## src/rtl/mshr_repair_ctrl.sv

```systemverilog
// Repair controller for a single MSHR entry: issues one next-level access,
// retries on error/timeout, then fills the cache and writes back to the ROB.
module mshr_repair_ctrl #(
    parameter int TIMEOUT_CYCLES = 256,
    parameter int MAX_RETRIES    = 2,
    parameter int ROB_ENTRIES    = 64,
    parameter int RIW            = $clog2(ROB_ENTRIES)
) (
    input  logic           clk,
    input  logic           rst_n,
    input  logic           repair_req,
    input  logic [31:0]    repair_req_addr,
    input  logic [31:0]    repair_req_data,
    input  logic [RIW-1:0] repair_req_rob_idx,
    input  logic           repair_is_store,
    output logic           repair_ack,
    output logic           repair_complete,
    output logic           mem_req_valid,
    input  logic           mem_req_ready,
    output logic [31:0]    mem_req_addr,
    output logic           mem_req_we,
    output logic [31:0]    mem_req_wdata,
    input  logic           mem_resp_valid,
    input  logic [31:0]    mem_resp_data,
    input  logic           mem_resp_err,
    output logic           fill_valid,
    output logic [31:0]    fill_addr,
    output logic [31:0]    fill_data,
    output logic           wb_valid,
    output logic [RIW-1:0] wb_rob_idx,
    output logic [31:0]    wb_data,
    output logic           wb_exc,
    output logic           busy
);
    localparam int TW = (TIMEOUT_CYCLES > 1) ? $clog2(TIMEOUT_CYCLES) : 1;
    localparam int CW = ($clog2(MAX_RETRIES + 1) > 0) ? $clog2(MAX_RETRIES + 1) : 1;
    localparam logic [TW-1:0] TMAX = TW'(TIMEOUT_CYCLES - 1);
    localparam logic [CW-1:0] RMAX = CW'(MAX_RETRIES);

    typedef enum logic [1:0] {IDLE, ISSUE, WAIT, RESP} state_t;

    state_t           state, nstate;
    logic [TW-1:0]    timer;
    logic [CW-1:0]    retry_cnt;
    logic             err_flag;
    logic [31:0]      lat_addr, lat_data, rdata;
    logic [RIW-1:0]   lat_rob;
    logic             lat_store;
    logic             resp_ok, attempt_fail, can_retry;

    // A good response wins over a timer expiring in the same cycle.
    assign resp_ok      = (state == WAIT) && mem_resp_valid && !mem_resp_err;
    assign attempt_fail = (state == WAIT) && !resp_ok &&
                          ((mem_resp_valid && mem_resp_err) || (timer == TMAX));
    assign can_retry    = (retry_cnt < RMAX);

    always_ff @(posedge clk or negedge rst_n) begin
        if (!rst_n) state <= IDLE;
        else        state <= nstate;
    end

    always_comb begin
        nstate = state;
        case (state)
            IDLE:    if (repair_req) nstate = ISSUE;
            ISSUE:   if (mem_req_ready) nstate = WAIT;
            WAIT:    if (resp_ok) nstate = RESP;
                     else if (attempt_fail) nstate = can_retry ? ISSUE : RESP;
            RESP:    nstate = IDLE;
            default: nstate = IDLE;
        endcase
    end

    always_ff @(posedge clk or negedge rst_n) begin
        if (!rst_n) begin
            timer     <= '0;
            retry_cnt <= '0;
            err_flag  <= 1'b0;
            lat_addr  <= '0;
            lat_data  <= '0;
            lat_rob   <= '0;
            lat_store <= 1'b0;
            rdata     <= '0;
        end else begin
            case (state)
                IDLE: if (repair_req) begin
                    lat_addr  <= repair_req_addr;
                    lat_data  <= repair_req_data;
                    lat_rob   <= repair_req_rob_idx;
                    lat_store <= repair_is_store;
                    retry_cnt <= '0;
                    err_flag  <= 1'b0;
                    rdata     <= '0;
                end
                ISSUE: if (mem_req_ready) timer <= '0;
                WAIT: begin
                    // Saturate rather than wrap; the FSM leaves WAIT at TMAX anyway.
                    if (timer != TMAX) timer <= timer + TW'(1);
                    if (resp_ok) begin
                        rdata    <= mem_resp_data;
                        err_flag <= 1'b0;
                    end else if (attempt_fail) begin
                        if (can_retry) retry_cnt <= retry_cnt + CW'(1);
                        else           err_flag  <= 1'b1;
                    end
                end
                default: ;
            endcase
        end
    end

    // repair_ack is the only combinational path; gated so it stays low in reset.
    assign repair_ack = rst_n && (state == IDLE) && repair_req;

    always_comb begin
        repair_complete = 1'b0;
        mem_req_valid   = 1'b0;
        mem_req_addr    = '0;
        mem_req_we      = 1'b0;
        mem_req_wdata   = '0;
        fill_valid      = 1'b0;
        fill_addr       = '0;
        fill_data       = '0;
        wb_valid        = 1'b0;
        wb_rob_idx      = '0;
        wb_data         = '0;
        wb_exc          = 1'b0;
        busy            = (state != IDLE);
        case (state)
            ISSUE: begin
                mem_req_valid = 1'b1;
                mem_req_addr  = lat_addr;
                mem_req_we    = lat_store;
                mem_req_wdata = lat_store ? lat_data : 32'h0;
            end
            RESP: begin
                repair_complete = 1'b1;
                wb_valid        = 1'b1;
                wb_rob_idx      = lat_rob;
                wb_data         = lat_store ? 32'h0 : rdata;
                wb_exc          = err_flag;
                fill_valid      = !err_flag;
                fill_addr       = lat_addr;
                fill_data       = lat_store ? lat_data : rdata;
            end
            default: ;
        endcase
    end
endmodule

```

## config.mk

```make
export PLATFORM = sky130hd
export DESIGN_NAME = mshr_repair_ctrl
export DESIGN_NICKNAME = d
export VERILOG_FILES = /design/src/rtl/mshr_repair_ctrl.sv
export SDC_FILE = /design/constraint.sdc
export NUM_CORES = 1
export LEC_CHECK = 0
export ABC_AREA = 1
export CORE_MARGIN = 4
export CORE_UTILIZATION = 35
export DETAILED_ROUTE_END_ITERATION = 8
export PLACE_DENSITY = 0.82
export SETUP_SLACK_MARGIN = 0.3
export SYNTH_ARGS = -nofsm -noshare
export SYNTH_HDL_FRONTEND = slang
export SYNTH_SLANG_ARGS = --single-unit
```

## constraint.sdc

```tcl
create_clock -name clk -period 4.25 [get_ports clk]
set_clock_uncertainty 0.05 [all_clocks]
set_input_delay 0.85 -clock clk [delete_from_list [all_inputs] [get_ports clk]]
set_output_delay 0.85 -clock clk [all_outputs]
set_load 0.1 [all_outputs]
```

Word level (Yosys, flattened, before mapping)
Index checks and enable logic that the tools add are counted.
{"block": "totals", "regBits": 116, "word_cells": 83}
{"block": "classes", "addsub": 2, "muxes": 36, "magnitude_cmp": 1, "n_reduce_logical": 21, "eq_ne": 14}
{"op": "$mux W32", "n": 10}
{"op": "$pmux W32 S2", "n": 1}
{"op": "$mux W2", "n": 9}
{"op": "$mux W8", "n": 2}
{"op": "$pmux W8 S2", "n": 1}
{"op": "$ne A2 B2 Y1 const B", "n": 6}
{"op": "$mux W1", "n": 9}
{"op": "$reduce_and A3 Y1", "n": 3}
{"op": "$add A8 B1 Y8 const B", "n": 1}
{"op": "$eq A8 B8 Y1 const B", "n": 1}
{"op": "$ne A8 B8 Y1 const B", "n": 1}
{"op": "$pmux W2 S4", "n": 1}
{"op": "$logic_and A1 B1 Y1", "n": 7}
{"op": "$mux W6", "n": 1}
{"op": "$ne A3 B3 Y1 const B", "n": 2}
{"op": "$reduce_bool A2 Y1", "n": 3}
{"op": "$reduce_and A5 Y1", "n": 1}
{"op": "$eq A2 B2 Y1 const B", "n": 2}
{"op": "$pmux W2 S2", "n": 1}
{"op": "$reduce_and A4 Y1", "n": 1}
{"op": "$logic_not A1 Y1", "n": 3}
{"op": "$add A2 B1 Y2 const B", "n": 1}
{"op": "$eq A2 B1 Y1 const B", "n": 1}
{"op": "$logic_not A2 Y1", "n": 1}
{"op": "other kinds (5)", "n": 5}

Longest topological paths before layout
{"block": "depth", "depth_word": 9, "mapped_depth": 8, "ltp_nobuf": 8}

Least setup slack after synthesis
OpenSTA, ideal clock, no wires.
{"block": "synth_path", "kind": "register -> output", "start": "register state[0]", "end": "output mem_req_wdata[10]", "setup_slack_ps": -646, "t_arrival_ps": 3996, "path_stages_with_launch": 9, "cell_sequence": "dfrtp_1 buf_2 inv_1 nor2_2 inv_2 nor2_2 inv_2 buf_2 nor2_1"}
{"block": "synth_between", "elab_chain_len": 2}
{"element": "start, declared", "line_no": "42", "rtl": "state_t state, nstate;"}
{"element": "start signal, assigned", "line_no": "59", "rtl": "else state <= nstate;"}
{"element": "$eq A2 B1 Y1", "line_no": "129", "rtl": "case (state)"}
{"element": "$mux W32", "line_no": "129"}
{"element": "end, declared", "line_no": "22", "rtl": "output logic [31:0] mem_req_wdata,"}
Every way passes these cells.

Worst setup path in the final report
{"block": "layout_path", "start": "register lat_store", "end": "output fill_data[31]"}
{"block": "layout_between", "elab_chain_len": 2}
{"element": "start, declared", "line_no": "48", "rtl": "logic lat_store;"}
{"element": "start signal, assigned", "line_no": "90", "rtl": "lat_store <= repair_is_store;"}
{"element": "$mux W32", "line_no": "144", "rtl": "fill_data = lat_store ? lat_data : rdata;"}
{"element": "$mux W32", "line_no": "129"}
{"element": "end, declared", "line_no": "28", "rtl": "output logic [31:0] fill_data,"}
Every way passes these cells.

==> impl_metrics.toml <==
[global_routing]
number_of_antenna_violations_at_the_first_check_in_global_routing = 0
grt_use_total_pct = 20.6
via_count_of_the_first_global_routing_pass = 5739
global_route.overflow_total = 0
grt_pass1_wl_mm = 29.7
grt_max_degree = 95

[sta]
layout_worst_path_cycle_share_pct = 83.3
report.final.setup_viol = 0
max_clock_freq_mhz = 283
timing.setup.tns_ps = 0
layout_setup_ws_ps = 711
post-route-min-period_ps = 3540
tightestPinTransition_ps = 1250
relSlewSlack_pct = 16.6
final_number_of_max_transition_violations = 0
setup_repair_after_global_routing_missed_its_margin = "false"
timing.final.hold_violations = 0

[logic_synthesis]
synthesis.area_um2 = 5680
synthDistinctLibCells = 25
synth-async-reset-ratio_pct = 100
leading_cell_types_by_total_area_after_synthesis = "sky130_fd_sc_hd__dfrtp_1, sky130_fd_sc_hd__nor2_1, sky130_fd_sc_hd__inv_1"
synthDominantAreaCellType = "sky130_fd_sc_hd__dfrtp_1"
synth-seq-area-share_pct = 51.1
ys.warnings.count = 0
avgSynthCellArea_um2 = 7.66
synth_nets = 852
flop_and_latch_count_out_of_synthesis = 116
syn-instance-count = 742
synth.top_cells.by_count = "sky130_fd_sc_hd__nor2_1, sky130_fd_sc_hd__dfrtp_1, sky130_fd_sc_hd__inv_1"
synth_edf_count = 0
synth-main-ff-cell = "sky130_fd_sc_hd__dfrtp_1"
synth_top_cell_area_share_pct = 51.1
synthMostInstantiatedCell = "sky130_fd_sc_hd__nor2_1"

[run_status]
run_status = "finished clean"

[clock_tree]
clock_sink_count = 116
cts_made_buffers = 17
tritoncts = "built"
cts_root_buf = "sky130_fd_sc_hd__clkbuf_16"
clk_pin_slew_ps = 50
cts_resized = 0
post-cts-setup-buffers = 0
htree_levels = 4
clock_latency_ps = 410
post_cts_hold_buffer_count = 0
cts-root-to-sink-buffers = 2

[critical_path]
r2r_cells = 7
r2r_setup_slack_ps = 1620
timing.critical_path.from_type = "flip-flop"
endpoint_kind = "output pin"
worstReg2RegEnd = "rdata[13]$_DFFE_PN0P_"
path_class = "flip-flop to output pin"
timing.critical_path.required_ps = 3350
crit_fanout = 64
r2r_start = "state[1]$_DFFE_PN0P_"
cp.arrival_ps = 2640

[floorplan]
start_util_pct = 35.8
die_width_um = 135
fp.coreArea_um2 = 15900
num_rows = 46
total_die_area_um2 = 18300
design.portCount = 283
die_height_um = 135

[cells_and_area]
num_antenna_cells = 0
final_layout_size_suffix_gt1_share_pct = 24.7
layout.nets = 1114
flow.area_growth_from_synthesis_pct = 63.1
n_fill_cell = 1402

[routing]
post_drt_via_cell_ratio = 4.76
drc = 0
route.vias.total = 5863
drt-total-wl_mm = 19.2
first_pass_iteration_count_of_the_detailed_router = 5
wire_per_inst_um = 15.6
ant_nets = 0
drtIter0Drc = 291

[job]
maxCapViolations = 0

[hold_path]
min_path_type = "flip-flop to flip-flop"
origin_of_the_worst_min_delay_path = "lat_data[24]$_DFFE_PN0P_"
whs_endpoint = "lat_data[24]$_DFFE_PN0P_"
worst_hold_path.num_cells = 1

[placement]
post-place-ws_ps = 1120
gp_congestion = 0.824
placement.io_buffers = 282
place.detailed.hpwl_mm = 14.0
[worst max-delay path: stages (launching register included)]
cell and delay [ps]:
sky130_fd_sc_hd__dfrtp_1 510, sky130_fd_sc_hd__inv_1 200, sky130_fd_sc_hd__nand2_2 710, sky130_fd_sc_hd__o22ai_1 570, sky130_fd_sc_hd__buf_12 220
[how the worst max path moves through the flow]
stage                                     start           endpoint  slack, ps  cells after the start
after floorplan            state[0]$_DFFE_PN0P_  mem_req_wdata[10]        420                      8
after global placement    lat_store$_DFFE_PN0P_      fill_data[31]       1210                      4
after detailed placement  lat_store$_DFFE_PN0P_       fill_data[6]       1120                      4
after CTS                 lat_store$_DFFE_PN0P_       fill_data[6]        670                      4
after global routing      lat_store$_DFFE_PN0P_      fill_data[31]        470                      4
final                     lat_store$_DFFE_PN0P_      fill_data[31]        710                      4
[kinds of logic (layout without fill, tap and decap cells)]
| family | count (synthesis) | after routing | synth area share (%) |
|---|---|---|---|
| AND/OR/NAND/NOR | 316 | 316 | 22.4 |
| AO/OA/AOI/OAI | 137 | 137 | 12.9 |
| multiplexers | 8 | 8 | 1.59 |
| buffers and inverters | 162 | 437 | 11.5 |
| flip-flops | 116 | 116 | 51.1 |
| XOR/XNOR | 2 | 2 | 0.308 |
| adder cells (fa/ha/maj) | 1 | 1 | 0.220 |
[cell usage in the layout, fill, tap and decap left out]
master	count
sky130_fd_sc_hd__a21boi_1	1
sky130_fd_sc_hd__a21oi_1	64
sky130_fd_sc_hd__buf_12	27
sky130_fd_sc_hd__buf_4	153
sky130_fd_sc_hd__bufinv_16	6
sky130_fd_sc_hd__clkbuf_1	2
sky130_fd_sc_hd__clkbuf_16	17
sky130_fd_sc_hd__clkbuf_8	3
sky130_fd_sc_hd__clkdlybuf4s50_1	109
sky130_fd_sc_hd__clkinv_2	4
sky130_fd_sc_hd__dfrtp_1	116
sky130_fd_sc_hd__ha_1	1
sky130_fd_sc_hd__inv_1	112
sky130_fd_sc_hd__inv_2	4
sky130_fd_sc_hd__mux2_1	3
sky130_fd_sc_hd__mux2_2	5
sky130_fd_sc_hd__nand2_1	48
sky130_fd_sc_hd__nand2_2	3
sky130_fd_sc_hd__nand2_4	1
sky130_fd_sc_hd__nand3_1	46
sky130_fd_sc_hd__nand4_1	4
sky130_fd_sc_hd__nor2_1	186
sky130_fd_sc_hd__nor2_2	25
sky130_fd_sc_hd__nor2_4	3
sky130_fd_sc_hd__o21ai_0	26
sky130_fd_sc_hd__o21ai_1	12
sky130_fd_sc_hd__o21bai_1	1
sky130_fd_sc_hd__o22ai_1	32
sky130_fd_sc_hd__o31ai_1	1
sky130_fd_sc_hd__xnor2_1	2
[through the flow]
stage / area (um^2) / utilization, % / std cells / hold WS [ps]
after floorplan: 5750 / - / 742 / 413
after global placement: 8600 / 54.1 / 1201 / 426
after detailed placement: 8600 / 54.1 / 1201 / 431
after CTS: 9270 / 58.4 / 1233 / 449
after global routing: 9270 / 58.4 / 1233 / 475
final: 9270 / 58.4 / 1233 / 449
[registers in the layout, summed over array words and instances, names as in the netlist]
register and count:
lat_addr 32, lat_data 32, rdata 32, timer 8, lat_rob 6, retry_cnt 2
state 2, err_flag 1, lat_store 1
[area by class of cell]
type / count / area [um^2] / share of cell area (%)
Inverter: 116 / 435 / 4.70
Multi-Input combinational cell: 464 / 2210 / 23.8
Clock buffer: 22 / 474 / 5.12
Sequential cell: 116 / 2900 / 31.3
Tap cell: 216 / 270 / 2.92
Timing Repair Buffer: 289 / 2780 / 30.0
Clock inverter: 10 / 200 / 2.16
[metal layers]
metal	share of wire (%)	GRT usage, %	routed length, um	vias to the layer above
li1	-	-	-	2849
met1	40	25.0	7720	2742
met2	50	34.8	9540	228
met3	7.0	5.46	1340	44
met4	3.2	8.45	611	0
met5	0	0	0	-
Power is left out: the tool's default activity adds up to more than one toggle a clock period on the data nets, which glitch-free logic cannot reach.
